--- config.mk ---
export PLATFORM = sky130hd
export DESIGN_NAME = dmi_req_sequencer
export DESIGN_NICKNAME = d
export VERILOG_FILES = /design/src/rtl/dmi_pkg.sv /design/src/rtl/dmi_cmd_fifo.sv /design/src/rtl/dmi_req_sequencer.sv
export SDC_FILE = /design/constraint.sdc
export NUM_CORES = 1
export LEC_CHECK = 0
export CELL_PAD_IN_SITES_DETAIL_PLACEMENT = 0
export CELL_PAD_IN_SITES_GLOBAL_PLACEMENT = 1
export CORE_ASPECT_RATIO = 0.6
export CORE_MARGIN = 3
export CORE_UTILIZATION = 45
export DETAILED_ROUTE_END_ITERATION = 16
export MAX_ROUTING_LAYER = met4
export PLACE_DENSITY = 0.87
export SLEW_MARGIN = 10
export SYNTH_ARGS = -nofsm -noshare
export SYNTH_HDL_FRONTEND = slang
export SYNTH_HIERARCHICAL = 1
export SYNTH_SLANG_ARGS = --single-unit
--- constraint.sdc ---
create_clock -name clk -period 5.95 [get_ports clk]
set_clock_uncertainty 0.05 [all_clocks]
set_input_delay 1.19 -clock clk [delete_from_list [all_inputs] [get_ports clk]]
set_output_delay 1.19 -clock clk [all_outputs]
set_load 0.1 [all_outputs]
--- src/rtl/dmi_pkg.sv ---
// Shared DMI definitions: op and response codes, sequencer FSM states,
// the buffered command payload and the DMI-to-host response mapping.
package dmi_pkg;

  localparam int unsigned DMI_ADDR_W = 7;
  localparam int unsigned DMI_DATA_W = 32;

  localparam logic [1:0] DMI_OP_NOP   = 2'd0;
  localparam logic [1:0] DMI_OP_READ  = 2'd1;
  localparam logic [1:0] DMI_OP_WRITE = 2'd2;
  localparam logic [1:0] DMI_OP_EXIT  = 2'd3;

  localparam logic [1:0] DMI_RESP_OK     = 2'd0;
  localparam logic [1:0] DMI_RESP_FAILED = 2'd2;
  localparam logic [1:0] DMI_RESP_BUSY   = 2'd3;

  typedef enum logic [2:0] {
    ST_IDLE,
    ST_REQ,
    ST_WAIT,
    ST_RESP,
    ST_EXIT
  } dmi_state_e;

  typedef struct packed {
    logic [DMI_ADDR_W-1:0] addr;
    logic [1:0]            op;
    logic [DMI_DATA_W-1:0] data;
  } dmi_cmd_t;

  // Final DMI response code to host code; the reserved code 1 reads as FAILED.
  function automatic logic [1:0] dmi_map_resp(input logic [1:0] resp);
    logic [1:0] mapped;
    mapped = DMI_RESP_FAILED;
    if (resp == DMI_RESP_OK)   mapped = DMI_RESP_OK;
    if (resp == DMI_RESP_BUSY) mapped = DMI_RESP_BUSY;
    return mapped;
  endfunction

endpackage

--- src/rtl/dmi_cmd_fifo.sv ---
// Command FIFO for the DMI sequencer.
// Ports:
//   clk, reset        clock, async active-high reset
//   push, push_data   write request (only taken while ready is high)
//   pop               remove head (ignored while empty)
//   head              current head entry
//   ready             registered "not full", low during reset
//   empty             registered empty flag
module dmi_cmd_fifo #(
  parameter int unsigned DEPTH = 4,
  parameter int unsigned WIDTH = 8
) (
  input  logic             clk,
  input  logic             reset,
  input  logic             push,
  input  logic [WIDTH-1:0] push_data,
  input  logic             pop,
  output logic [WIDTH-1:0] head,
  output logic             ready,
  output logic             empty
);

  localparam int unsigned PTR_W = (DEPTH > 1) ? $clog2(DEPTH) : 1;
  localparam int unsigned CNT_W = $clog2(DEPTH + 1);

  logic [WIDTH-1:0] mem [DEPTH];
  logic [PTR_W-1:0] wr_ptr;
  logic [PTR_W-1:0] rd_ptr;
  logic [CNT_W-1:0] count;
  logic [CNT_W-1:0] count_d;
  logic             do_push;
  logic             do_pop;

  assign do_push = push & ready;
  assign do_pop  = pop & ~empty;
  assign count_d = count + CNT_W'(do_push) - CNT_W'(do_pop);
  assign head    = mem[rd_ptr];

  // Storage needs no reset; validity is tracked by count.
  always_ff @(posedge clk) begin
    if (do_push) mem[wr_ptr] <= push_data;
  end

  // Pointers wrap naturally because DEPTH is a power of two.
  always_ff @(posedge clk or posedge reset) begin
    if (reset) begin
      wr_ptr <= '0;
      rd_ptr <= '0;
      count  <= '0;
      ready  <= 1'b0;
      empty  <= 1'b1;
    end else begin
      if (do_push) wr_ptr <= wr_ptr + PTR_W'(1);
      if (do_pop)  rd_ptr <= rd_ptr + PTR_W'(1);
      count <= count_d;
      ready <= (count_d != CNT_W'(DEPTH));
      empty <= (count_d == '0);
    end
  end

endmodule

--- src/rtl/dmi_req_sequencer.sv ---
// DMI master: buffers host commands, issues them one at a time on DMI,
// re-issues BUSY requests up to MAX_RETRY times, aborts after TIMEOUT
// cycles without a response and executes EXIT locally.
// Ports:
//   clk, reset                      clock, async active-high reset
//   cmd_valid/ready/addr/op/data    host command stream (op 3 = EXIT)
//   rsp_valid/ready/resp/data       one host response per command
//   debug_req_*                     DMI request channel
//   debug_resp_*                    DMI response channel
//   exit                            {code[30:0],1} once EXIT has executed
module dmi_req_sequencer
  import dmi_pkg::*;
#(
  parameter int unsigned ADDR_W    = DMI_ADDR_W,
  parameter int unsigned DATA_W    = DMI_DATA_W,
  parameter int unsigned CMD_DEPTH = 4,
  parameter int unsigned MAX_RETRY = 15,
  parameter int unsigned TIMEOUT   = 1024
) (
  input  logic              clk,
  input  logic              reset,
  input  logic              cmd_valid,
  output logic              cmd_ready,
  input  logic [ADDR_W-1:0] cmd_addr,
  input  logic [1:0]        cmd_op,
  input  logic [DATA_W-1:0] cmd_data,
  output logic              rsp_valid,
  input  logic              rsp_ready,
  output logic [1:0]        rsp_resp,
  output logic [DATA_W-1:0] rsp_data,
  output logic              debug_req_valid,
  input  logic              debug_req_ready,
  output logic [ADDR_W-1:0] debug_req_bits_addr,
  output logic [1:0]        debug_req_bits_op,
  output logic [DATA_W-1:0] debug_req_bits_data,
  input  logic              debug_resp_valid,
  output logic              debug_resp_ready,
  input  logic [1:0]        debug_resp_bits_resp,
  input  logic [DATA_W-1:0] debug_resp_bits_data,
  output logic [31:0]       exit
);

  localparam int unsigned RTY_W = $clog2(MAX_RETRY + 2);
  localparam int unsigned TMR_W = $clog2(TIMEOUT + 1);

  dmi_state_e       state_q, state_d;
  dmi_cmd_t         cmd_q, cmd_d;
  dmi_cmd_t         cmd_in;
  dmi_cmd_t         fifo_head;
  logic             fifo_empty;
  logic             pop;
  logic [RTY_W-1:0] retry_q, retry_d;
  logic [TMR_W-1:0] timer_q, timer_d;
  logic [1:0]       rsp_resp_d;
  logic [DATA_W-1:0] rsp_data_d;
  logic [31:0]      exit_d;

  assign cmd_in.addr = DMI_ADDR_W'(cmd_addr);
  assign cmd_in.op   = cmd_op;
  assign cmd_in.data = DMI_DATA_W'(cmd_data);

  // Request fields come straight from the command register, so they are
  // stable for the whole REQ phase and across BUSY re-issues.
  assign debug_req_bits_addr = ADDR_W'(cmd_q.addr);
  assign debug_req_bits_op   = cmd_q.op;
  assign debug_req_bits_data = DATA_W'(cmd_q.data);

  dmi_cmd_fifo #(
    .DEPTH (CMD_DEPTH),
    .WIDTH ($bits(dmi_cmd_t))
  ) u_cmd_fifo (
    .clk       (clk),
    .reset     (reset),
    .push      (cmd_valid),
    .push_data (cmd_in),
    .pop       (pop),
    .head      (fifo_head),
    .ready     (cmd_ready),
    .empty     (fifo_empty)
  );

  // Next-state, counters and response capture.
  always_comb begin
    state_d    = state_q;
    pop        = 1'b0;
    cmd_d      = cmd_q;
    retry_d    = retry_q;
    timer_d    = timer_q;
    rsp_resp_d = rsp_resp;
    rsp_data_d = rsp_data;
    exit_d     = exit;
    unique case (state_q)
      ST_IDLE: begin
        if (!fifo_empty) begin
          pop     = 1'b1;
          cmd_d   = fifo_head;
          state_d = (fifo_head.op == DMI_OP_EXIT) ? ST_EXIT : ST_REQ;
        end
      end
      ST_REQ: begin
        if (debug_req_ready) begin
          timer_d = '0;
          state_d = ST_WAIT;
        end
      end
      ST_WAIT: begin
        timer_d = timer_q + TMR_W'(1);
        // A response seen on the timeout cycle takes precedence.
        if (debug_resp_valid) begin
          if ((debug_resp_bits_resp == DMI_RESP_BUSY) && (retry_q < RTY_W'(MAX_RETRY))) begin
            retry_d = retry_q + RTY_W'(1);
            state_d = ST_REQ;
          end else begin
            rsp_resp_d = dmi_map_resp(debug_resp_bits_resp);
            rsp_data_d = debug_resp_bits_data;
            state_d    = ST_RESP;
          end
        end else if (timer_q == TMR_W'(TIMEOUT - 1)) begin
          rsp_resp_d = DMI_RESP_FAILED;
          rsp_data_d = '0;
          state_d    = ST_RESP;
        end
      end
      ST_RESP: begin
        if (rsp_ready) begin
          retry_d = '0;
          state_d = ST_IDLE;
        end
      end
      ST_EXIT: begin
        exit_d     = {cmd_q.data[30:0], 1'b1};
        rsp_resp_d = DMI_RESP_OK;
        rsp_data_d = '0;
        state_d    = ST_RESP;
      end
      default: state_d = ST_IDLE;
    endcase
  end

  // State, datapath and handshake outputs, decoded from the next state.
  always_ff @(posedge clk or posedge reset) begin
    if (reset) begin
      state_q          <= ST_IDLE;
      cmd_q            <= '0;
      retry_q          <= '0;
      timer_q          <= '0;
      rsp_resp         <= '0;
      rsp_data         <= '0;
      exit             <= '0;
      debug_req_valid  <= 1'b0;
      debug_resp_ready <= 1'b0;
      rsp_valid        <= 1'b0;
    end else begin
      state_q          <= state_d;
      cmd_q            <= cmd_d;
      retry_q          <= retry_d;
      timer_q          <= timer_d;
      rsp_resp         <= rsp_resp_d;
      rsp_data         <= rsp_data_d;
      exit             <= exit_d;
      debug_req_valid  <= (state_d == ST_REQ);
      debug_resp_ready <= (state_d == ST_WAIT);
      rsp_valid        <= (state_d == ST_RESP);
    end
  end

endmodule

# [After elaboration in Yosys (flattened, before gate mapping)]
# Memories as Yosys holds them, arrays and structs flattened.
# Index checks and enable logic that the tools add are counted.
[word_totals] wordCells=84 reg_bits=138 out_inout_bits=111 ramBits=164 memories=1 input_bits=81
[mem_list] name="u_cmd_fifo.mem" words=4 word_bits=41 read_ports=1 rd_ports_with_merged_regs=0 wr=1 line_no="dmi_cmd_fifo.sv:26" source="logic [WIDTH-1:0] mem [DEPTH];"
[classes] mux=28 addsub=6 magnitude_cmp=1 reduce_logical=11 eq_ne=17 bitwise=3
[ops] operator="$mux 32" count=3
[ops] operator="$pmux 32 s2" count=1
[ops] operator="$pmux 11 s2" count=1
[ops] operator="$mux 3" count=6
[ops] operator="$mux 5" count=3
[ops] operator="$pmux 3 s5" count=1
[ops] operator="$eq 3x2->1 const B" count=4
[ops] operator="$mux 2" count=6
[ops] operator="$add 11x1->11 const B" count=1
[ops] operator="$eq 11x10->1 const B" count=1
[ops] operator="$mux 11" count=1
[ops] operator="$pmux 5 s2" count=1
[ops] operator="$ne 3x3->1 const B" count=3
[ops] operator="$ne 2x2->1 const B" count=4
[ops] operator="$eq 3x1->1 const B" count=2
[ops] operator="$logic_not 3->1" count=2
[ops] operator="$reduce_bool 2->1" count=3
[ops] operator="$add 5x1->5 const B" count=1
[ops] operator="$lt 5x4->1 const B" count=1
[ops] operator="$add 2x1->2 const B" count=2
[ops] operator="$eq 2x2->1 const B" count=2
[ops] operator="$mux 1" count=4
[ops] operator="$pmux 2 s2" count=1
[ops] operator="$reduce_and 2->1" count=2
[ops] operator="9 further kinds" count=10

# [Longest topological paths before layout]
# Gate-level depths: netlist of the first run.
[depth] ltp_word=6 mapped_depth=11 mapped_depth_nobuf=9

# [Cells and area by module]
# The synthesis of the first run kept the hierarchy.
[by_module_without_submodules] module="dmi_cmd_fifo" seq_area_each_um2=5151.2 n_inst=1 cells_per_inst=251 area_per_inst_um2=6434.9
[by_module_without_submodules] module="dmi_req_sequencer" seq_area_each_um2=3228.1 n_inst=1 cells_per_inst=347 area_per_inst_um2=5097.4

# [Worst setup path after synthesis of the first run]
# Ideal clock, no wire load.
[synth_timing] path_kind="reg-to-reg" from="register state_q[2]" to="register u_cmd_fifo.ready" stages_incl_launch_ff=12 setup_ns=0.127 arrival_time_ns=2.771 path_slack_ns=3.002 synth_period_minus_slack_ns=2.948 path_buffers=2 t_required_ns=5.773 cell_sequence="dfrtp_1 -> buf_6 -> nor4_2 -> buf_2 -> nor2b_1 -> ha_1 -> inv_1 -> ha_1 -> inv_1 -> fa_1 -> xor3_1 -> nand3b_1"
[synth_between] elab_chain_len=5
[synth_lines] element="start, declared" line_no="dmi_req_sequencer.sv:46" source="dmi_state_e state_q, state_d;"
[synth_lines] element="start signal, assigned" line_no="dmi_req_sequencer.sv:154" source="state_q <= state_d;"
[synth_lines] element="$logic_not 3->1" line_no="dmi_req_sequencer.sv:92" source="unique case (state_q)"
[synth_lines] element="$mux 1" line_no="dmi_req_sequencer.sv:92"
[synth_lines] element="via pop" line_no="dmi_req_sequencer.sv:51" source="logic pop;"
[synth_lines] element="$and 1x1->1" line_no="dmi_cmd_fifo.sv:35" source="assign do_pop = pop & ~empty;"
[synth_lines] element="via u_cmd_fifo.do_pop" line_no="dmi_cmd_fifo.sv:32" source="logic do_pop;"
[synth_lines] element="$sub 3x1->3" line_no="dmi_cmd_fifo.sv:36" source="assign count_d = count + CNT_W'(do_push) - CNT_W'(do_pop);"
[synth_lines] element="via u_cmd_fifo.count_d[2]" line_no="dmi_cmd_fifo.sv:30" source="logic [CNT_W-1:0] count_d;"
[synth_lines] element="$ne 3x3->1" line_no="dmi_cmd_fifo.sv:56" source="ready <= (count_d != CNT_W'(DEPTH));"
[synth_lines] element="end signal, assigned" line_no="dmi_cmd_fifo.sv:56"
[synth_lines] element="end, declared" line_no="dmi_cmd_fifo.sv:19" source="output logic ready,"
# The timed path passes the listed nets, and every way through them passes these cells.
# A chain may end at the register's enable or synchronous reset.

# [Final worst setup path of the first run]
[layout_timing] from="register cmd_q, in the netlist debug_req_bits_data[18]" to="output debug_req_bits_data[18]"
[layout_lines] element="start, declared" line_no="dmi_req_sequencer.sv:47" source="dmi_cmd_t cmd_q, cmd_d;"
[layout_lines] element="start signal, assigned" line_no="dmi_req_sequencer.sv:155" source="cmd_q <= cmd_d;"
[layout_lines] element="end, declared" line_no="dmi_req_sequencer.sv:35" source="output logic [DATA_W-1:0] debug_req_bits_data,"
# No word-level cell between the ends.

==> results of run 1 <==
## cell usage in the layout, fill, tap and decap left out, types with 4 or more instances in the layout
cell type	n
clkdlybuf4s50_1	191
edfxtp_1	164
dfrtp_1	135
mux2_2	74
mux4_2	38
a22o_1	34
clkbuf_16	27
nand2_1	11
o21ai_0	11
inv_1	11
nor2_1	10
ha_1	8
clkinv_2	8
nor3_1	5
clkinv_1	5
diode_2	4
nand3_1	4
o31ai_1	4
o211ai_1	4
clkbuf_1	4
buf_4	4
and3_2	4
## cells by family (layout without fill, tap and decap cells)
group	after synthesis	count (layout)	share of synthesized area (%)
AO/OA/AOI/OAI	68	68	5.00
XOR/XNOR	6	6	0.586
adder cells (fa/ha/maj)	9	9	1.04
buffers and inverters	40	257	2.44
flip-flops	302	302	72.7
multiplexers	116	116	15.4
other	0	4	0
AND/OR/NAND/NOR	57	57	2.85
## cell type report
type	instances	area (µm²)	share of cell area, %
well taps	322	403	2.77
clock buffers	32	704	4.85
repair buffers	195	1940	13.4
clock inverters	18	121	0.836
inverters	12	50.0	0.345
diodes	4	10.0	0.0689
flip-flops and latches	302	8380	57.7
multi-input cells	256	2910	20.0
## how the worst max path moves through the flow
stage                              endpoint
floorplan            debug_req_bits_addr[0]
global placement           u_cmd_fifo/empty
detailed placement         u_cmd_fifo/empty
CTS                 debug_req_bits_data[18]
global route        debug_req_bits_data[18]
finish              debug_req_bits_data[18]
## layer usage
layer	up-vias	wire length [µm]
met4	0	310
met2	172	10300
met5	-	0
li1	2751	-
met3	26	1370
met1	3132	11700
## through the flow
step / cells / setup slack (ns) / area, µm² / util [%] / hold slack (ns)
after CTS: 1137 / 2.55 / 14500 / 58.8 / 0.433
after global routing: 1140 / 2.53 / 14500 / 58.9 / 0.451
after floorplan: 598 / 1.27 / 11500 / - / 0.402
final: 1141 / 2.58 / 14500 / 58.9 / 0.425
after detailed placement: 1087 / 2.47 / 13700 / 55.5 / 0.418
after global placement: 1087 / 2.57 / 13700 / 55.5 / 0.402
## sequential cells by signal, indices dropped and copies added, names as in the netlist
register             count
exit                    32
rsp_data                32
u_cmd_fifo/mem         164
u_cmd_fifo/ready         1
debug_req_bits_op        2
u_cmd_fifo/empty         1
retry_q                  5
debug_req_bits_addr      7
rsp_resp                 2
debug_resp_ready         1
u_cmd_fifo/wr_ptr        2
rsp_valid                1
timer_q                 11
u_cmd_fifo/count         3
debug_req_bits_data     32
u_cmd_fifo/rd_ptr        2
debug_req_valid          1
state_q                  3
==> results_dict.tcl, run 1 <==
set metrics [dict create \
    outcome "finished clean" \
    critical-path-max-stage-delay_ns 1.18 \
    hold_viol 0 \
    worstSkewPairLatency_ns 0.53 \
    path_clk_slew_ns 0.06 \
    path_depth 1 \
    cts-htree-levels 1 \
    first_pass_iters 4 \
    syn-mean-instance-area_um2 19.3 \
    grtUsageMet3_pct 3.63 \
    relSlewSlack_pct 26.3 \
    crit_family "buffers and inverters" \
    row_count 44 \
    setup_viol 0 \
    num_vias 6081 \
    synth_top_area_cell "edfxtp_1" \
    clk_path_buf_depth 3 \
    synth-warning-count 6 \
    grt_util_met1_pct 27.7 \
    crit_path_max_fanout 3 \
    cts.sinks 302 \
    remaining_drc_errors 0 \
    required_ns 4.71 \
    path_class "register to output pin" \
    fmax_mhz 297 \
    slew_viol_final 0 \
    yosys-top-cells-area "edfxtp_1, dfrtp_1, mux4_2" \
    startpoint_type "register" \
    die_w_um 213 \
    viasPerCell 5.33 \
    post-dp-hpwl_um 15600 \
    ys_ff_latch 302 \
    grt_pass1_wl_um 37000 \
    rsz0062_at_grt "no" \
    grt_use_total_pct 17.9 \
    timing.final.crit_share_pct 56.6 \
    netlist_area_mm2 0.0115 \
    r2r-start "state_q[1]" \
    met2_usage_pct 25.0 \
    hp-start "exit[0]" \
    cp-end-kind "output pin" \
    cts_tree "built" \
    worstMarginPinSlew_ns 1.11 \
    drtIter0Drc 464 \
    pin_count 192 \
    synth_edf_count 164 \
    reg2reg_to "u_cmd_fifo/ready" \
    synth_flop_cell "edfxtp_1" \
    synthTopCellsByCount "edfxtp_1, dfrtp_1, mux2_2" \
    antenna_left 0 \
    initial_core_util_pct 46.8 \
    design.core.area_mm2 0.0247 \
    crit_buf_inv 1 \
    r2r.worst_path.cells 9 \
    drv_cap 0 \
    holdPathEnd "exit[0]" \
    fp.dieH_um 130 \
    cp_slowest_cell "clkdlybuf4s50_1" \
    grt_max_degree 85 \
    grt_busiest_layer "met1" \
    antenna_found_initial 3 \
    syn_nets 688 \
    nets 884 \
    cts_resized 0 \
    drive_above_1_share_pct 21.5 \
    worstHoldPathCells 1 \
    postCtsSetupBuffers 0 \
    ys_types 55 \
    crit_path_start "debug_req_bits_data[18]" \
    synth_top_area_share_pct 42.7 \
    finalSetupTns_ns 0 \
    hold_buffers 0 \
    path_cells "clkdlybuf4s50_1" \
    async_flop_share_pct 45.7 \
    die_area_mm2 0.0276 \
    ctsRootBufferMaster "clkbuf_16" \
    cts-buffers-inserted 27 \
    yosysMostFrequentCell "edfxtp_1" \
    cp.arrival_ns 2.13 \
    rrSetupSlack_ns 3.27 \
    grt.overflow.total 0 \
    grt_pass1_vias 6269 \
    ys_seq_area_share_pct 72.7 \
    hold_class "register to register" \
    wl_um 23700 \
    fin_crit_ns 3.37 \
    postSynthCellCount 598 \
    syn2layout_area_growth_pct 25.9 \
    port_buffers 191 \
    fill_cells 1861 \
    post_drt_wl_per_cell_um 20.8 \
    place.gp.congestion 0.765 \
]
Power of run 1 is not shown: default switching activity piles up to over one toggle a cycle in this logic, so the estimate is an artifact.
==> run 2, diff against run 1 <==
CORE_UTILIZATION = 41   (was 45)
PLACE_DENSITY = 0.84   (was 0.87)
clock period = 3.06 ns   (was 5.95 ns; I/O delays follow)
==> run 2 against run 1 <==
Net effect: critical path depth is 2 higher; die area increased by 9.4%; utilization fell by 4.9 points; count of clock-buffer cells in the layout grew 4; sequential share of layout area fell by 0.27 points; critical path type is now register to register; critical endpoint is now rsp_data[22]; largest cell class unchanged.
==> results_dict.tcl, run 2 (synthesis gave the netlist of run 1 again) <==
set metrics [dict create \
    outcome "finished clean" \
    hold_slack_ns 0.393 \
    num_vias 6203 \
    grt_pass1_vias 6442 \
    worstMarginPinSlew_ns 1.22 \
    design.core.area_mm2 0.0271 \
    critical-path-max-stage-delay_ns 1.08 \
    setup_viol 0 \
    wl_um 23800 \
    cts_resized 0 \
    viasPerCell 5.21 \
    fin_crit_ns 2.65 \
    postCtsSetupBuffers 0 \
    crit_family "compound AO/OA/AOI/OAI gates" \
    cts_tree "built" \
    fmax_mhz 377 \
    startpoint_type "register" \
    largest_register_ffs 164 \
    grt.overflow.total 0 \
    path_clk_slew_ns 0.07 \
    cts-buffers-inserted 28 \
    antenna_found_initial 1 \
    antenna_left 0 \
    hold_buffers 0 \
    crit_buf_inv 0 \
    post_drt_wl_per_cell_um 20.0 \
    die_w_um 223 \
    first_pass_iters 4 \
    cp-end-kind "register" \
    grt_max_degree 95 \
    port_buffers 191 \
    worstSkewPairLatency_ns 0.54 \
    slew_viol_final 0 \
    top_register "u_cmd_fifo/mem" \
    nets 898 \
    final_common_cell "edfxtp_1" \
    cts-htree-levels 1 \
    drive_above_1_share_pct 36.5 \
    drtIter0Drc 417 \
    cp_slowest_cell "o32ai_4" \
    post-dp-hpwl_um 15500 \
    grt_use_total_pct 16.2 \
    place.gp.congestion 0.766 \
    rsz0062_at_grt "no" \
    fill_cells 2134 \
    mostFrequentLayoutCells "edfxtp_1, dfrtp_1, buf_4" \
    relSlewSlack_pct 18.9 \
    hold_viol 0 \
    initial_core_util_pct 42.6 \
    path_cells "or3b_1 -> o32ai_4 -> a22o_1" \
    fp.dieH_um 136 \
    cts.sinks 302 \
    die_area_mm2 0.0302 \
    cp.arrival_ns 3.07 \
    row_count 46 \
    path_class "register to register" \
    hold_class "primary input to async pin" \
    finalSetupTns_ns 0 \
    remaining_drc_errors 0 \
    timing.final.crit_share_pct 86.6 \
    crit_path_max_fanout 33 \
    grt_pass1_wl_um 37200 \
    syn2layout_area_growth_pct 26.5 \
    pin_count 192 \
    required_ns 3.48 \
    drv_cap 0 \
    clk_path_buf_depth 3 \
    ctsRootBufferMaster "clkbuf_16" \
]
==> run 2: cell types whose count changed in the layout (fill, tap and decap cells not counted), sizes merged <==
cell / delta
clkdlybuf4s50: -111
buf: +124
inv: -2
bufinv: +4
clkinvlp: +1
diode: -3
clkinv: -5
clkbuf: +4
==> run 2: path summary, 6_finish.rpt <==
kind	startpoint	to	slack [ns]	depth (start not counted)
worst max register to register	state_q[1]	rsp_data[22]	0.41	3
worst min-delay path	reset	u_cmd_fifo/wr_ptr[1]	0.39	2
worst min register to register	exit[0]	exit[0]	0.42	1
min in group clk	exit[0]	exit[0]	0.42	1
worst max-delay path	state_q[1]	rsp_data[22]	0.41	3
max in group asynchronous	reset	debug_req_bits_addr[4]	1.95	3
==> run 2: area by class of cell <==
cell class / count / area (µm²) / area share [%]
clock buffers: 36 / 805 / 5.51
flip-flops and latches: 302 / 8380 / 57.5
multi-input cells: 256 / 2900 / 19.9
inverters: 12 / 48.8 / 0.334
diodes: 1 / 2.50 / 0.0172
clock inverters: 16 / 214 / 1.47
repair buffers: 208 / 1790 / 12.2
well taps: 360 / 450 / 3.09
==> run 2: layer usage <==
| metal | global-route usage (%) | vias to the layer above | share of wire [%] |
|---|---|---|---|
| met4 | 2.33 | 0 | 1.3 |
| met1 | 23.9 | 3215 | 48 |
| met2 | 23.5 | 173 | 45 |
| met3 | 3.82 | 36 | 6.1 |
| li1 | - | 2779 | - |
| met5 | - | - | 0 |
==> run 2: worst reg2reg max path: cells and delay by family, from the launching register on <==
| family | cells | cell delay (ns) |
|---|---|---|
| compound gates | 2 | 1.36 |
| simple gates | 1 | 0.60 |
| flops | 1 | 0.56 |
==> run 2: per-stage QoR <==
stage	utilization [%]	area (µm²)	cells	worst slack (ns)
6_report	53.9	14600	1191	0.409
2_1_floorplan	-	11500	598	0.112
4_1_cts	53.9	14600	1190	0.415
3_5_place_dp	50.2	13600	1138	0.201
3_3_place_gp	50.2	13600	1138	0.241
5_1_grt	53.9	14600	1191	0.236
Power of run 2 is left out for the same reason.
==> run 3, diff against run 2 <==
MAX_ROUTING_LAYER = default   (was met4)
==> run 3 against run 2 <==
Net effect: utilization is essentially flat; count of clock-buffer cells in the layout unchanged; wire length shrank 0.11%; global-route usage decreased by 0.52 points; via count fell by 0.34%; cell count hardly changed; sequential share of layout area barely moved; register-to-register slack hardly changed; critical path type unchanged.
==> results_dict.tcl, run 3 (synthesis gave the netlist of run 1 again) <==
set metrics [dict create \
    slew_viol_final 0 \
    drv_cap 0 \
    outcome "finished clean" \
    mostFrequentLayoutCells "edfxtp_1, dfrtp_1, buf_4" \
    cts.sinks 302 \
    grt.overflow.total 0 \
    fmax_mhz 376 \
    post-dp-hpwl_um 15500 \
    top_register "u_cmd_fifo/mem" \
    finalSetupTns_ns 0 \
    postCtsSetupBuffers 0 \
    path_clk_slew_ns 0.07 \
    drtIter0Drc 369 \
    required_ns 3.48 \
    largest_register_ffs 164 \
    hold_class "primary input to async pin" \
    timing.final.crit_share_pct 86.9 \
    post_drt_wl_per_cell_um 20.0 \
    nets 898 \
    worstMarginPinSlew_ns 1.23 \
    cp-end-kind "register" \
    port_buffers 191 \
    design.core.area_mm2 0.0271 \
    antenna_cells 0 \
    place.gp.congestion 0.756 \
    antenna_found_initial 1 \
    hold_buffers 0 \
    ctsRootBufferMaster "clkbuf_16" \
    crit_path_max_fanout 33 \
    cp.arrival_ns 3.08 \
    first_pass_iters 4 \
    worstSkewPairLatency_ns 0.54 \
    grt_use_total_pct 15.6 \
    wl_um 23800 \
    rsz0062_at_grt "no" \
    setup_viol 0 \
    pin_count 192 \
    rrSetupSlack_ns 0.40 \
    row_count 46 \
    grt_pass1_vias 6436 \
    cts-buffers-inserted 28 \
    die_w_um 223 \
    syn2layout_area_growth_pct 26.5 \
    startpoint_type "register" \
    die_area_mm2 0.0302 \
    drive_above_1_share_pct 36.5 \
    num_vias 6182 \
    clk_path_buf_depth 3 \
    grt_pass1_wl_um 37100 \
    antenna_left 0 \
    viasPerCell 5.19 \
    fin_crit_ns 2.66 \
    cts_resized 0 \
    r2r-start "state_q[1]" \
    hold_viol 0 \
    crit_path_start "state_q[1]" \
    cts_tree "built" \
    path_class "register to register" \
    cts-htree-levels 1 \
    initial_core_util_pct 42.6 \
    fp.dieH_um 136 \
    remaining_drc_errors 0 \
    relSlewSlack_pct 18.0 \
    grt_max_degree 95 \
    final_common_cell "edfxtp_1" \
]
[run 3: routing by layer]
layer	share of wire [%]	track usage, %
met5	0.055	0
met3	5.7	4.14
met1	48	23.5
met2	45	23.5
met4	1.4	2.33
[run 3: worst max-delay path, stage by stage, from the launching register on]
cell and delay [ns]:
dfrtp_1 0.56, or3b_1 0.60, o32ai_4 1.09, a22o_1 0.26
[run 3: worst paths after layout]
check	to	depth (start not counted)
worst max-delay path	rsp_data[22]	3
worst min-delay path	u_cmd_fifo/wr_ptr[1]	2
worst max register to register	rsp_data[22]	3
worst min register to register	exit[0]	1
max in group asynchronous	debug_req_bits_addr[4]	3
min in group clk	exit[0]	1
[run 3: metrics by stage]
step	util (%)	hold WS (ns)	instance area [µm²]	setup slack (ns)	cells
floorplan	-	0.389	11500	0.112	598
global placement	50.2	0.403	13600	0.241	1138
detailed placement	50.2	0.410	13600	0.201	1138
CTS	53.9	0.396	14600	0.415	1190
global route	53.9	0.436	14600	0.237	1190
finish	53.9	0.395	14600	0.402	1190
[run 3: layout make-up]
type,count,area (µm²)
clock inverters,16,214
inverters,12,48.8
fillers,2135,12500
repair buffers,208,1790
flip-flops and latches,302,8380
multi-input cells,256,2900
well taps,360,450
clock buffers,36,805
Power of run 3 is left out for the same reason.
